`config.mk`:
```
export PLATFORM = sky130hd
export DESIGN_NAME = joy_cursor_accel
export DESIGN_NICKNAME = d
export VERILOG_FILES = /design/src/rtl/joy_cursor_accel.sv
export SDC_FILE = /design/constraint.sdc
export NUM_CORES = 1
export LEC_CHECK = 0
export ABC_AREA = 1
export CORE_ASPECT_RATIO = 0.6
export CORE_MARGIN = 2
export CORE_UTILIZATION = 38
export CTS_BUF_LIST = sky130_fd_sc_hd__clkbuf_4
export CTS_CLUSTER_DIAMETER = 60
export CTS_CLUSTER_SIZE = 40
export DETAILED_ROUTE_END_ITERATION = 12
export GPL_TIMING_DRIVEN = 0
export PLACE_DENSITY_LB_ADDON = 0.15
export SYNTH_ARGS = -nofsm -noshare
export SYNTH_HDL_FRONTEND = slang
export SYNTH_SLANG_ARGS = --single-unit
```
`constraint.sdc`:
```
create_clock -name clk -period 3.45 [get_ports clk]
set_input_delay 0.69 -clock clk [delete_from_list [all_inputs] [get_ports clk]]
set_output_delay 0.69 -clock clk [all_outputs]
set_load 0.005 [all_outputs]
```
`src/rtl/joy_cursor_accel.sv`:
```
// Joystick cursor: tick rising edge moves (dot_x,dot_y) one step, 1 clk after the edge; no backpressure.
// Hold-to-boost doubles the step; bounds saturate, or wrap when JOY_CURSOR_WRAP_EN is defined.
module joy_cursor_accel #(
  parameter int CW         = 10,
  parameter int AW         = 10,
  parameter int LO_FAR     = 150,
  parameter int LO_NEAR    = 400,
  parameter int HI_NEAR    = 600,
  parameter int HI_FAR     = 850,
  parameter int STEP_NEAR  = 10,
  parameter int STEP_FAR   = 20,
  parameter int HOLD_TICKS = 4,
  parameter int INV_X      = 1,
  parameter int INV_Y      = 0,
  parameter int INIT_X     = 300,
  parameter int INIT_Y     = 271,
  parameter int X_LB       = 239,
  parameter int X_UB       = 362,
  parameter int Y_LB       = 116,
  parameter int Y_UB       = 426
) (
  input  logic          clk,
  input  logic          clr,
  input  logic          soft_rst,
  input  logic          tick,
  input  logic [AW-1:0] joy_x,
  input  logic [AW-1:0] joy_y,
  output logic [CW-1:0] dot_x,
  output logic [CW-1:0] dot_y,
  output logic          moving,
  output logic          fast
);

  localparam int PW = CW + 2;
  typedef logic signed [PW-1:0] pos_t;
  typedef enum logic [1:0] {IDLE, SLOW, BOOST} state_t;

  localparam logic [AW-1:0] LO_FAR_A  = AW'(LO_FAR);
  localparam logic [AW-1:0] LO_NEAR_A = AW'(LO_NEAR);
  localparam logic [AW-1:0] HI_NEAR_A = AW'(HI_NEAR);
  localparam logic [AW-1:0] HI_FAR_A  = AW'(HI_FAR);
  localparam logic [PW-1:0] STEP_N    = PW'(STEP_NEAR);
  localparam logic [PW-1:0] STEP_F    = PW'(STEP_FAR);
  localparam logic [7:0]    HOLD_C    = 8'(HOLD_TICKS);
  localparam logic          INV_X_B   = (INV_X != 0);
  localparam logic          INV_Y_B   = (INV_Y != 0);
  localparam logic [CW-1:0] INIT_XC   = CW'(INIT_X);
  localparam logic [CW-1:0] INIT_YC   = CW'(INIT_Y);
  localparam pos_t          X_LB_S    = pos_t'(X_LB);
  localparam pos_t          X_UB_S    = pos_t'(X_UB);
  localparam pos_t          Y_LB_S    = pos_t'(Y_LB);
  localparam pos_t          Y_UB_S    = pos_t'(Y_UB);

  state_t        state;
  logic [7:0]    cnt;
  logic [7:0]    cnt_inc;
  logic          tick_q;
  logic          ev;
  logic          x_defl;
  logic          y_defl;
  pos_t          x_step;
  pos_t          y_step;
  logic [CW-1:0] x_next;
  logic [CW-1:0] y_next;

  function automatic logic deflected(input logic [AW-1:0] s);
    return (s < LO_FAR_A) || (s < LO_NEAR_A) || (s > HI_FAR_A) || (s > HI_NEAR_A);
  endfunction

  // Low side moves + when inverted, - otherwise; high side is the opposite sign.
  function automatic pos_t axis_step(input logic [AW-1:0] s, input logic inv, input logic boost);
    logic [PW-1:0] mag;
    logic          low;
    mag = '0;
    low = 1'b0;
    if (s < LO_FAR_A) begin
      mag = STEP_F;
      low = 1'b1;
    end else if (s < LO_NEAR_A) begin
      mag = STEP_N;
      low = 1'b1;
    end else if (s > HI_FAR_A) begin
      mag = STEP_F;
    end else if (s > HI_NEAR_A) begin
      mag = STEP_N;
    end
    if (boost) mag = mag << 1;
    return (low == inv) ? $signed(mag) : -$signed(mag);
  endfunction

  function automatic logic [CW-1:0] land(input pos_t v, input pos_t lb, input pos_t ub);
    logic [CW-1:0] r;
    r = v[CW-1:0];
`ifdef JOY_CURSOR_WRAP_EN
    if (v > ub)      r = lb[CW-1:0];
    else if (v < lb) r = ub[CW-1:0];
`else
    if (v > ub)      r = ub[CW-1:0];
    else if (v < lb) r = lb[CW-1:0];
`endif
    return r;
  endfunction

  always_comb begin
    ev      = tick & ~tick_q;
    x_defl  = deflected(joy_x);
    y_defl  = deflected(joy_y);
    x_step  = axis_step(joy_x, INV_X_B, state == BOOST);
    y_step  = axis_step(joy_y, INV_Y_B, state == BOOST);
    x_next  = land($signed({2'b00, dot_x}) + x_step, X_LB_S, X_UB_S);
    y_next  = land($signed({2'b00, dot_y}) + y_step, Y_LB_S, Y_UB_S);
    cnt_inc = (cnt >= HOLD_C) ? HOLD_C : cnt + 8'd1;
  end

  // tick_q resets high so a tick already high at reset release is not an edge.
  always_ff @(posedge clk or posedge clr) begin
    if (clr) begin
      tick_q <= 1'b1;
      dot_x  <= INIT_XC;
      dot_y  <= INIT_YC;
      moving <= 1'b0;
      fast   <= 1'b0;
      state  <= IDLE;
      cnt    <= '0;
    end else if (soft_rst) begin
      tick_q <= 1'b1;
      dot_x  <= INIT_XC;
      dot_y  <= INIT_YC;
      moving <= 1'b0;
      fast   <= 1'b0;
      state  <= IDLE;
      cnt    <= '0;
    end else begin
      tick_q <= tick;
      if (ev) begin
        dot_x <= x_next;
        dot_y <= y_next;
        if (!x_defl && !y_defl) begin
          state  <= IDLE;
          cnt    <= '0;
          moving <= 1'b0;
          fast   <= 1'b0;
        end else begin
          moving <= 1'b1;
          cnt    <= cnt_inc;
          if (cnt_inc == HOLD_C) begin
            state <= BOOST;
            fast  <= 1'b1;
          end else begin
            state <= SLOW;
            fast  <= 1'b0;
          end
        end
      end
    end
  end

endmodule
```
# Yosys cells after proc, flatten, opt, wreduce, memory -nomap -nowiden
# Index checks and enable logic that the tools add are counted.
[op_classes] bitwise=2 n_eq_ne=2 div=0 addsub=5 reduce_logical=10 muxes=40 n_mul=0 shift=0 order_cmp=13
[ops] cell="2-to-1 mux 10 bit" n=8
[ops] cell="2-to-1 mux 12 bit" n=5
[ops] cell="> comparator 10 bit, second input constant" n=4
[ops] cell="2-to-1 mux 8 bit" n=4
[ops] cell="2-to-1 mux 5 bit" n=5
[ops] cell="adder 11 x 12 -> 12 bit" n=2
[ops] cell="> comparator 12 x 10 -> 1 bit, second input constant" n=2
[ops] cell="negator 12 bit" n=2
[ops] cell="< comparator 10 x 8 -> 1 bit, second input constant" n=2
[ops] cell="< comparator 10 x 9 -> 1 bit, second input constant" n=2
[ops] cell="< comparator 12 x 8 -> 1 bit, second input constant" n=1
[ops] cell="< comparator 12 x 9 -> 1 bit, second input constant" n=1
[ops] cell="2-to-1 mux 1 bit" n=12
[ops] cell="adder 8 x 1 -> 8 bit, second input constant" n=1
[ops] cell="== test 8 x 3 -> 1 bit, second input constant" n=1
[ops] cell="greater-or-equal comparator 8 x 3 -> 1 bit, second input constant" n=1
[ops] cell="2-to-1 mux 2 bit" n=4
[ops] cell="2-to-1 mux 4 bit" n=2
[ops] cell="logical OR 1 bit" n=6
[ops] cell="== test 2 bit, second input constant" n=1
[ops] cell="logical NOT 1 bit" n=2
[ops] cell="nonzero test 2 bit" n=1
[ops] cell="bitwise AND 1 bit" n=1
[ops] cell="logical AND 1 bit" n=1
[ops] cell="NOT 1 bit" n=1
[totals] output_inout_bits=22 regBits=33 inputBits=24 latchBits=0 mem_bits_ro=0 ram_bits=0 n_memories=0

# Logic depth before layout (Yosys ltp)
[depth] depth_word=14 ltp_mapped=31 mapped_depth_nobuf=31

# Worst setup path before layout
# Ideal clock, no wire load.
[synth_path] kind="input -> register" from="in joy_x[3]" to="reg dot_x[1]" required_time_ns=3.333 stages=27 arrival_ns=3.627 path_buffers=0 path_slack_ns=-0.294 cell_sequence="or2_2 -> inv_1 -> nand3_1 -> o21ai_0 -> inv_1 -> o21ai_2 -> nand3_1 -> ha_1 -> inv_1 -> nand2_1 -> xor2_1 -> inv_1 -> ha_1 -> nand2_1 -> nand2_1 -> a21oi_1 -> nand2_1 -> nand2_1 -> nand2_1 -> nor2_1 -> nand2_1 -> nor2_1 -> nand3_1 -> nand3_2 -> nand3_1 -> nand2_1 -> nand2_1"
[synth_between] elab_chain_len=14 elab_cells_between_ends=20 cone_classes="2 x add/sub; 6 x order compare; 12 x mux"
[synth_lines] element="start, declared" line_no="26" rtl="input logic [AW-1:0] joy_x,"
[synth_lines] element="> comparator 10 bit" line_no="84" rtl="end else if (s > HI_NEAR_A) begin"
[synth_lines] element="2-to-1 mux 4 bit" line_no="84"
[synth_lines] element="2-to-1 mux 5 bit" line_no="82" rtl="end else if (s > HI_FAR_A) begin"
[synth_lines] element="2-to-1 mux 5 bit" line_no="79" rtl="end else if (s < LO_NEAR_A) begin"
[synth_lines] element="2-to-1 mux 12 bit" line_no="76" rtl="if (s < LO_FAR_A) begin"
[synth_lines] element="2-to-1 mux 12 bit" line_no="87" rtl="if (boost) mag = mag << 1;"
[synth_lines] element="negator 12 bit" line_no="88" rtl="return (low == inv) ? $signed(mag) : -$signed(mag);"
[synth_lines] element="2-to-1 mux 12 bit (*)" line_no="88"
[synth_lines] element="adder 11 x 12 -> 12 bit (*)" line_no="110" rtl="x_next = land($signed({2'b00, dot_x}) + x_step, X_LB_S, X_UB_S);"
[synth_lines] element="< comparator 12 x 9 -> 1 bit" line_no="99" rtl="else if (v < lb) r = lb[CW-1:0];"
[synth_lines] element="2-to-1 mux 10 bit" line_no="99"
[synth_lines] element="2-to-1 mux 10 bit (*)" line_no="98" rtl="if (v > ub) r = ub[CW-1:0];"
[synth_lines] element="2-to-1 mux 10 bit (*)" line_no="135" rtl="if (ev) begin"
[synth_lines] element="2-to-1 mux 10 bit (*)" line_no="125" rtl="end else if (soft_rst) begin"
[synth_lines] element="end signal, assigned" line_no="136" rtl="dot_x <= x_next;"
[synth_lines] element="end, declared" line_no="28" rtl="output logic [CW-1:0] dot_x,"
# Mark *: on every way between the ends. The rest lies on a longest branch, timed or not. The select of a mux whose other input is x is not followed.
# A chain may end at the register's enable or synchronous reset.

# Worst setup path after layout
[layout_path] from="in joy_x[2]" to="reg dot_x[6]"
# The elaborated chain is that of the path after synthesis.

==> flow_summary.json <==
{
  "seq_area_frac_synth": 0.248,
  "cp-start-kind": "input port",
  "stdcell_count": 718,
  "grt_antenna_before_repair": 0,
  "ctsLongestPathBuffers": 2,
  "drc": 0,
  "vias": 3489,
  "placed_cells_incl_taps": 680,
  "die_area_sq_um": 9420,
  "synthTopCellsByArea": "nand2_1 19%, dfrtp_1 17%, inv_1 11%, ha_1 8.8%, dfstp_2 8.0%",
  "power.total_mw": 2.52,
  "rsz0062_at_grt": "yes",
  "drt_pass1_iterations": 4,
  "numCtsBuffers": 5,
  "fin_crit_sh": 1.01,
  "globalplace.congestion": 0.941,
  "postSynthRegisterBits": 32,
  "grt_pass1_vias": 3218,
  "use_met1": 0.319,
  "final.setup_skew_ps": 9.95,
  "crit_type": "input port to flip-flop",
  "die_h_um": 76.0,
  "synth_top_cell_by_area": "nand2_1",
  "finalNetCount": 654,
  "drtIter0Drc": 187,
  "clkSlewWorstSetupHoldPaths_ps": 110,
  "synth_edf_count": 0,
  "initial_utilization": 0.388,
  "violations": "negative setup slack",
  "syn_inst": 523,
  "clock-root-buffer": "clkbuf_4",
  "num_rows": 26,
  "synth_commonest_cells": "165 x nand2_1, 94 x inv_1, 46 x nand3_1",
  "htreeDepth": 2,
  "worst-path-max-fanout": 7,
  "insertion_delay_ps": 350,
  "setup_viol": 5,
  "clock-sinks": 32,
  "yosysMostFrequentCell": "nand2_1",
  "fillers": 827,
  "final-hold-violation-count": 0,
  "min_period_ps": 3490,
  "hp-class": "flip-flop to flip-flop",
  "synth_cell_type_count": 41,
  "antenna_cells": 0,
  "ant_nets": 0,
  "grt_use_met3": 0.0419,
  "slew_violations": 0,
  "grt_max_degree": 33,
  "power_density_nw_per_um2": 530,
  "seq_area_sq_um": 813,
  "wl_mm": 9.43,
  "maxCapViolations": 0,
  "routed_via_density": 4.86,
  "post_drt_wl_per_cell_um": 13.1,
  "ys_dominant_reg_cell": "dfrtp_1",
  "syn-mean-instance-area_sq_um": 6.27,
  "placement.io_buffers": 45,
  "syn_nets": 572,
  "p_leak_nw": 2.38,
  "grt_use_total": 0.201,
  "ios": 46,
  "syn_area_sq_um": 3280,
  "grt_pass1_wl_mm": 15.2,
  "syn2layout_area_growth_pct": 44.9,
  "dp_hpwl_mm": 6.97,
  "synth_top_area_frac": 0.189,
  "grt_use_met2": 0.289,
  "cp-end-kind": "flip-flop",
  "vdd_drop_max_mv": 0.188,
  "final.setup.worst_slack_ps": -39.8,
  "overflow": 0,
  "coreArea_sq_um": 8460,
  "multi_input_area_sq_um": 2670,
  "clock.fmax_mhz": 287,
  "grt-busiest-layer": "met1",
  "slew_headroom": 0.556,
  "yosysWarningCount": 0,
  "chipWidth_um": 124,
  "outcome": "finished, violations left",
  "synthArstFlopShare": 1.00,
  "worstPathArrival_ps": 3730,
  "cts_tree": "done",
  "required_ps": 3690,
  "max_slew.worst_pin.slew_ps": 663,
  "drive_above_1_share": 0.386
}
[per-stage QoR]
step	hold slack [ps]	util	area, sq um	setup TNS, ps	setup slack [ps]
after CTS	503	0.516	4370	-0.394	-0.394
after detailed placement	471	0.467	3950	-17900	-1040
after global placement	470	0.467	3950	-17180	-1010
final	500	0.562	4750	-93.8	-39.8
after global routing	514	0.562	4750	-2540	-231
after floorplan	453	-	3360	-229	-55.4
[final cells by class]
type / count / share of cell area
Multi-Input combinational cell: 388 / 0.561
Sequential cell: 32 / 0.171
Timing Repair Buffer: 75 / 0.143
Inverter: 99 / 0.0787
Tap cell: 112 / 0.0295
Clock buffer: 5 / 0.00790
Clock inverter: 3 / 0.00500
Buffer: 4 / 0.00342
[what timing repair did]
action                     4_1_cts  5_1_grt
gates resized for setup        140       97
setup endpoints to repair       18       18
pin swaps                       66       57
buffers inserted                19       10
hold buffers                     0        0
[path summary, 6_finish.rpt]
path | startpoint | endpoint | slack [ps] | cells after the start
worst max-delay path | joy_x[2] | dot_x[6] | -40 | 24
worst min-delay path | state[0] | state[0] | 500 | 2
worst max register to register | fast | dot_x[6] | 60 | 21
worst min register to register | state[0] | state[0] | 500 | 2
max in group asynchronous | clr | dot_y[3] | 2330 | 3
min in group asynchronous | clr | fast | 600 | 2
[routing by layer]
layer  wire (um)  up-vias
met4          25        0
met2        3920       69
met1        5010     1604
met5           0        -
met3         476        4
li1            -     1812
[critical path, stage by stage]
cell     delay, ps
buf_8           90
or2_4          230
inv_2           60
nand3_2         90
o21ai_2        160
inv_1           60
o21ai_2        160
nand3_2        120
ha_4           180
inv_2           60
nand2_4         60
nand2_2        120
ha_2           320
a21o_1         240
a21oi_2        140
nand3_2        110
nand2_1         80
nand2_1         80
a21oi_4        170
nand3_2        120
nand3_4        150
nand3_2         80
nand2_1         60
nand2_1         60
[state kept, by name (all words and copies together) (netlist names)]
register and cells:
tick_q 1, fast 1, state 1, moving 1, cnt 8, dot_y 10
dot_x 10
[power breakdown]
| group | total [mW] | switching [mW] | internal [mW] |
|---|---|---|---|
| Combinational | 1.77 | 1.03 | 0.739 |
| Clock | 0.232 | 0.152 | 0.0801 |
| Sequential | 0.519 | 0.0674 | 0.452 |
| Total | 2.52 | 1.25 | 1.27 |
[kinds of logic after synthesis]
| group | after synthesis | share of synthesized area |
|---|---|---|
| simple gates | 306 | 0.418 |
| buf+inv | 103 | 0.119 |
| compound gates | 50 | 0.0946 |
| flops | 32 | 0.248 |
| fa+ha+maj | 25 | 0.0999 |
| xor+xnor | 7 | 0.0210 |
[cell usage in the layout (no fill, tap or decap), types with 13 or more instances in the layout]
| cell type | count |
|---|---|
| inv_2 | 20 |
| a21oi_1 | 13 |
| inv_1 | 78 |
| buf_4 | 28 |
| dfrtp_1 | 22 |
| nand2_2 | 50 |
| nand2_1 | 115 |
| clkdlybuf4s50_1 | 25 |
| nand3_2 | 20 |
| ha_1 | 16 |
| nor2_1 | 35 |
| nand3_1 | 25 |
(Power assumes the default switching activity.)
